<file path="src/rtl/multicycle_control_pkg.sv">
// multicycle_control_pkg: shared MIPS opcodes, FSM states, ALU codes and dispatch helpers
package multicycle_control_pkg;
  typedef enum logic [3:0] {
    FETCH, DECODE, EXEC_R, EXEC_I, MEM_ADDR, MEM_RD, MEM_WR,
    WB_ALU, WB_MEM, BRANCH, JUMP, JR, TRAP
  } state_t;
  localparam logic [5:0] OP_R    = 6'h00;
  localparam logic [5:0] OP_J    = 6'h02;
  localparam logic [5:0] OP_JAL  = 6'h03;
  localparam logic [5:0] OP_BEQ  = 6'h04;
  localparam logic [5:0] OP_BNE  = 6'h05;
  localparam logic [5:0] OP_ADDI = 6'h08;
  localparam logic [5:0] OP_ANDI = 6'h0c;
  localparam logic [5:0] OP_ORI  = 6'h0d;
  localparam logic [5:0] OP_LUI  = 6'h0f;
  localparam logic [5:0] OP_LW   = 6'h23;
  localparam logic [5:0] OP_SW   = 6'h2b;
  localparam logic [5:0] FN_JR   = 6'h08;
  localparam logic [2:0] ALU_SUB  = 3'd1;
  localparam logic [2:0] ALU_ADD  = 3'd2;
  localparam logic [2:0] ALU_LUI  = 3'd3;
  localparam logic [2:0] ALU_ADDI = 3'd4;
  localparam logic [2:0] ALU_ORI  = 3'd5;
  localparam logic [2:0] ALU_ANDI = 3'd6;
  localparam logic [2:0] ALU_R    = 3'd7;
  function automatic state_t dispatch(input logic [5:0] op, input logic [5:0] funct, input logic jr_en);
    case (op)
      OP_R: return (jr_en && funct == FN_JR) ? JR : EXEC_R;
      OP_ADDI, OP_ORI, OP_ANDI, OP_LUI: return EXEC_I;
      OP_LW, OP_SW: return MEM_ADDR;
      OP_BEQ, OP_BNE: return BRANCH;
      OP_J, OP_JAL: return JUMP;
      default: return TRAP;
    endcase
  endfunction
  function automatic logic [2:0] imm_alu(input logic [5:0] op);
    return op == OP_ADDI ? ALU_ADDI : op == OP_ORI ? ALU_ORI : op == OP_ANDI ? ALU_ANDI : ALU_LUI;
  endfunction
endpackage

</file>
<file path="src/rtl/multicycle_control_mem_wait_timer.sv">
// mem_wait_timer: counts memory wait cycles and flags when MEM_WAIT_MAX is reached
module mem_wait_timer #(
  parameter int MEM_WAIT_MAX = 15
) (
  input  logic clk,
  input  logic reset,
  input  logic clear,
  input  logic tick,
  output logic expired
);
  localparam int W = $clog2(MEM_WAIT_MAX + 2);
  logic [W-1:0] count;
  assign expired = count == W'(MEM_WAIT_MAX);
  always_ff @(posedge clk or negedge reset)
    if (!reset) count <= '0;
    else if (clear) count <= '0;
    else if (tick && !expired) count <= count + 1'b1;
endmodule

</file>
<file path="src/rtl/multicycle_control.sv">
// multicycle_control: multicycle MIPS control FSM with memory wait timeout and trap
module multicycle_control
  import multicycle_control_pkg::*;
#(
  parameter int ALUOP_WIDTH  = 3,
  parameter int MEM_WAIT_MAX = 15,
  parameter bit JR_ENABLE    = 1'b1
) (
  input  logic                   clk,
  input  logic                   reset,
  input  logic [5:0]             op,
  input  logic [5:0]             funct,
  input  logic                   zero,
  input  logic                   mem_ready,
  output logic                   pc_write,
  output logic                   ir_write,
  output logic                   iord,
  output logic                   mem_read,
  output logic                   mem_write,
  output logic [1:0]             reg_dst,
  output logic [1:0]             mem_to_reg,
  output logic                   reg_write,
  output logic                   alu_src_a,
  output logic [1:0]             alu_src_b,
  output logic [ALUOP_WIDTH-1:0] alu_op,
  output logic [1:0]             pc_source,
  output logic                   instr_done,
  output logic                   illegal_op,
  output logic                   mem_timeout
);
  state_t state, state_nx;
  logic waiting, expired, timeout, pc_wr, ir_wr, mem_wr, reg_wr, jal;
  logic [2:0] alu;
  assign waiting = state inside {FETCH, MEM_RD, MEM_WR};
  assign timeout = waiting && !mem_ready && expired;
  assign jal = op == OP_JAL;
  mem_wait_timer #(.MEM_WAIT_MAX(MEM_WAIT_MAX)) u_timer (
    .clk,
    .reset,
    .clear(!waiting || mem_ready),
    .tick(waiting && !mem_ready),
    .expired
  );
  always_ff @(posedge clk or negedge reset)
    if (!reset) begin
      state <= FETCH;
      illegal_op <= 1'b0;
      mem_timeout <= 1'b0;
    end else begin
      state <= state_nx;
      if (state == DECODE && state_nx == TRAP) illegal_op <= 1'b1;
      if (timeout) mem_timeout <= 1'b1;
    end
  always_comb begin
    state_nx = FETCH;
    case (state)
      FETCH:          state_nx = mem_ready ? DECODE : expired ? TRAP : FETCH;
      DECODE:         state_nx = dispatch(op, funct, JR_ENABLE);
      EXEC_R, EXEC_I: state_nx = WB_ALU;
      MEM_ADDR:       state_nx = op == OP_LW ? MEM_RD : MEM_WR;
      MEM_RD:         state_nx = mem_ready ? WB_MEM : expired ? TRAP : MEM_RD;
      MEM_WR:         state_nx = mem_ready ? FETCH : expired ? TRAP : MEM_WR;
      TRAP:           state_nx = TRAP;
      default:        state_nx = FETCH;
    endcase
  end
  always_comb begin
    pc_wr = 1'b0;
    ir_wr = 1'b0;
    mem_wr = 1'b0;
    reg_wr = 1'b0;
    iord = 1'b0;
    mem_read = 1'b0;
    reg_dst = 2'd0;
    mem_to_reg = 2'd0;
    alu_src_a = 1'b0;
    alu_src_b = 2'd0;
    alu = 3'd0;
    pc_source = 2'd0;
    instr_done = 1'b0;
    case (state)
      FETCH: begin
        mem_read = 1'b1;
        ir_wr = mem_ready;
        pc_wr = mem_ready;
        alu_src_b = 2'd1;
        alu = ALU_ADD;
      end
      DECODE: begin
        alu_src_b = 2'd3;
        alu = ALU_ADD;
      end
      EXEC_R: begin
        alu_src_a = 1'b1;
        alu = ALU_R;
      end
      EXEC_I: begin
        alu_src_a = 1'b1;
        alu_src_b = 2'd2;
        alu = imm_alu(op);
      end
      WB_ALU: begin
        reg_wr = 1'b1;
        reg_dst = op == OP_R ? 2'd1 : 2'd0;
        instr_done = 1'b1;
      end
      MEM_ADDR: begin
        alu_src_a = 1'b1;
        alu_src_b = 2'd2;
        alu = ALU_ADD;
      end
      MEM_RD: begin
        mem_read = 1'b1;
        iord = 1'b1;
      end
      MEM_WR: begin
        mem_wr = 1'b1;
        iord = 1'b1;
        instr_done = mem_ready;
      end
      WB_MEM: begin
        reg_wr = 1'b1;
        mem_to_reg = 2'd1;
        instr_done = 1'b1;
      end
      BRANCH: begin
        alu = ALU_SUB;
        pc_source = 2'd1;
        pc_wr = op == OP_BNE ? !zero : zero;
        instr_done = 1'b1;
      end
      JUMP: begin
        pc_wr = 1'b1;
        pc_source = 2'd2;
        reg_wr = jal;
        reg_dst = jal ? 2'd2 : 2'd0;
        mem_to_reg = jal ? 2'd2 : 2'd0;
        instr_done = 1'b1;
      end
      JR: begin
        pc_wr = 1'b1;
        pc_source = 2'd3;
        instr_done = 1'b1;
      end
      default: ;
    endcase
  end
  assign pc_write = pc_wr && reset;
  assign ir_write = ir_wr && reset;
  assign mem_write = mem_wr && reset;
  assign reg_write = reg_wr && reset;
  assign alu_op = ALUOP_WIDTH'(alu);
endmodule
</file>
<file path="config.mk">
export PLATFORM = sky130hd
export DESIGN_NAME = multicycle_control
export DESIGN_NICKNAME = d
export VERILOG_FILES = /design/src/rtl/multicycle_control_pkg.sv /design/src/rtl/multicycle_control_mem_wait_timer.sv /design/src/rtl/multicycle_control.sv
export SDC_FILE = /design/constraint.sdc
export NUM_CORES = 1
export LEC_CHECK = 0
export ABC_AREA = 1
export CAP_MARGIN = 5
export CORE_MARGIN = 4
export CORE_UTILIZATION = 44
export DETAILED_ROUTE_END_ITERATION = 10
export GPL_TIMING_DRIVEN = 0
export HOLD_SLACK_MARGIN = 0.03
export PLACE_DENSITY = 0.86
export SLEW_MARGIN = 10
export SYNTH_ARGS = -nofsm -noshare
export SYNTH_HDL_FRONTEND = slang
export SYNTH_SLANG_ARGS = --single-unit
export TNS_END_PERCENT = 5
</file>
<file path="constraint.sdc">
create_clock -name clk -period 1.95 [get_ports clk]
set_input_delay 0.39 -clock clk [delete_from_list [all_inputs] [get_ports clk]]
set_output_delay 0.39 -clock clk [all_outputs]
set_load 0.02 [all_outputs]
</file>
==> impl_results.md <==
* Required time of the critical path at 1560 ps
* Top-count cell post-synth: nor2_1
* Crit Path Class: input port to primary output
* Clk Latency, worst-skew pair at 270 ps
* Combinational share of power at 69.4%
* Clk pin slew, worst setup/hold paths at ~70 ps
* Via count at roughly 1200
* Core Region at roughly 2200 µm²
* Rows at 17
* Initial DRC Count at 26
* Inst Count DP at ~220
* Die Height at 55.9 µm
* GPL Wtd Cong at ~0.87
* Routed wire per std cell at approximately 13 µm
* Clock Skew at around 10 ps
* Clock share of power at roughly 9%
* CTS Buf Count at 3
* Chip Width at between 50 and 60 µm
* GRT Util Overall at 19.0%
* Crit path DAT at roughly 1600 ps
* CP startpoint kind: input port
* DRT antenna net count at 0
* Setup-failing EPs final at 4
* Post-synth EDFFs at 0
* 1st-pass router iterations at 4
* Worst Hold Class: input port to async pin
* Syn nets at between 150 and 200
* # clock sinks at 11
* Longest Clk Path Bufs at 2
* Dominant cell type by area after synthesis: dfrtp_1
* Mapped Area at roughly 1000 µm²
* Mapped Cells at 160
* Hold Vio Cnt, Final at 0
* Ys flop type: dfrtp_1
* Flop pwr share at around 22%
* Critical Path End Type: primary output
* Pleak at ~0.75 nW
* Yosys top cell area share at a little over a quarter
* Register bit total from synthesis at 11
* Nets@finish at 221
* Fin worst setup slack at -62.3 ps
* Count of cell types in the netlist at 27
* Diodes inserted at 0
* Fraction of layout cells with a size suffix above 1 at approximately a quarter
* Vias in the first global route at 1160
* Crit path max fanout at 7
* Max-slew violations at 0
* Failing checks: negative setup slack
* Max-cap violation count at 0
* DP HPWL at roughly 2300 µm
* Final non-filler cell total at 230
* RSZ-0062 raised after global routing: true
* Yosys warnings at 0
* Top post-synthesis cells by area: dfrtp_1, nor2_1, nand2_1
* Syn Area/Cell at 6.32 µm²
* IO Pins at 37
* Antenna violations before repair at 0
* Outcome: finished, violations left
* Hold Worst Slack at 77.4 ps
* Global-route wire length before repair at 4850 µm
* Pwr dens at 1180 nW/µm²
* Vias per Instance at around 5.3
* Minimum clock period at between 2000 and 2500 ps
* Initial Utilization at between 40 and 50%
* Net Sw Power at slightly above 900 µW
* Max Fclk at slightly below 0.5 GHz
* Final core utilization at between 60% and 70%
* Area Growth Syn to Fin at 46.0%
* Pre-CTS WS at -679 ps
* CTS tree: built
* Post-synth top cells: nor2_1, nand2_1, inv_1, nand3_1, dfrtp_1
* CTS Hold Buffers Added at 0
* Sequential area share after synthesis at ~27%
* Gr ovfl total at 0
* Pint at roughly 800 µW
* Pin count of the biggest net entering global routing at 13
* Sw Share at a little over half
* WL final at 2970 µm
* Worst slew margin at approximately three quarters
* Maximum VDD drop at a little under 900 µV
* Post-synth ARST share at between 90% and 100%
* DRC Markers at 0
* Final period utilization at 103%
* Die area at 3130 µm²
* Worst-Margin Slew at between 300 and 400 ps
* Htree depth at 1
* Root Buffer: clkbuf_4
* # port buffers at 36
* FF-to-FF path depth at 10
layout make-up:
type	instances	area, µm²
timing repair buffer	38	350
fill	199	714
sequential	11	279
multi-input combinational	120	677
clock buffer	4	26.3
tap	28	35.0
inverter	29	109
registers in the layout, indices dropped and copies added (netlist names):
name / flops
mem_timeout: 1
u_timer.count: 5
illegal_op: 1
state: 4
worst paths after layout:
check	slack, ps	from	end
setup / recovery	-60	op[3]	mem_to_reg[1]
hold / removal	80	reset	u_timer.count[4]
setup reg to reg	210	u_timer.count[0]	illegal_op
hold reg to reg	470	illegal_op	illegal_op
max in group asynchronous	1630	reset	state[0]
min in group clk	470	illegal_op	illegal_op
through the flow:
stage,power (mW),TNS [ps],area [µm²]
after floorplan,1.11,0,1010
after global placement,1.56,-5810,1410
after detailed placement,1.58,-6090,1410
after CTS,1.67,-941,1440
after global routing,1.87,-621,1480
final,1.73,-165,1480
per-layer routing:
metal	track usage (%)	part of all wire, %	vias to the layer above
li1	-	-	601
met1	22.7	39	568
met2	34.0	53	46
met3	4.41	7.0	9
met4	5.08	1.5	0
met5	0	0	-
power groups by stage:
| stage | clock network (mW) | logic [mW] | registers (mW) |
|---|---|---|---|
| after detailed placement | 0 | 1.22 | 0.360 |
| final | 0.156 | 1.20 | 0.376 |
| after floorplan | 0 | 0.764 | 0.345 |
| after CTS | 0.162 | 1.14 | 0.364 |
| after global routing | 0.173 | 1.31 | 0.388 |
| after global placement | 0 | 1.20 | 0.356 |
cell families (layout without fill, tap and decap cells):
kind of cell             count (synthesis)  in the layout  synth area share [%]
AND/OR/NAND/NOR                         97             97                  44.9
buffers and inverters                   29             71                  10.8
AO/OA/AOI/OAI                           20             20                  13.7
flip-flops                              11             11                  27.2
adder cells (fa/ha/maj)                  2              2                  2.47
XOR/XNOR                                 1              1                 0.866
worst max-delay path, stage by stage:
cell and delay [ps]:
dlygate4sd2_1 350, nor2_2 200, nand3_2 130, nand3b_1 230, inv_1 80, clkdlybuf4s15_2 250
cells in the final DEF, fill, tap and decap left out, types with 2 or more instances in the layout:
master	count
nand2_1	31
inv_1	25
nor2_1	25
nand3_1	15
clkdlybuf4s50_1	10
nor2_2	8
dfrtp_1	8
nor2_4	6
dlygate4sd2_1	6
buf_4	6
inv_2	4
o21ai_0	4
nand2_2	4
a21oi_1	4
clkdlybuf4s15_2	4
buf_2	4
nand3b_1	3
a31oi_1	3
clkbuf_4	3
dlymetal6s2s_1	3
dfrtp_2	3
clkbuf_2	2
clkdlybuf4s15_1	2
repair_timing:
item,4_1_cts,5_1_grt
pin swaps,2,2
resized for setup,63,32
setup endpoints to repair,19,20
setup buffers,1,1
Power figures use the tool's default switching activity.
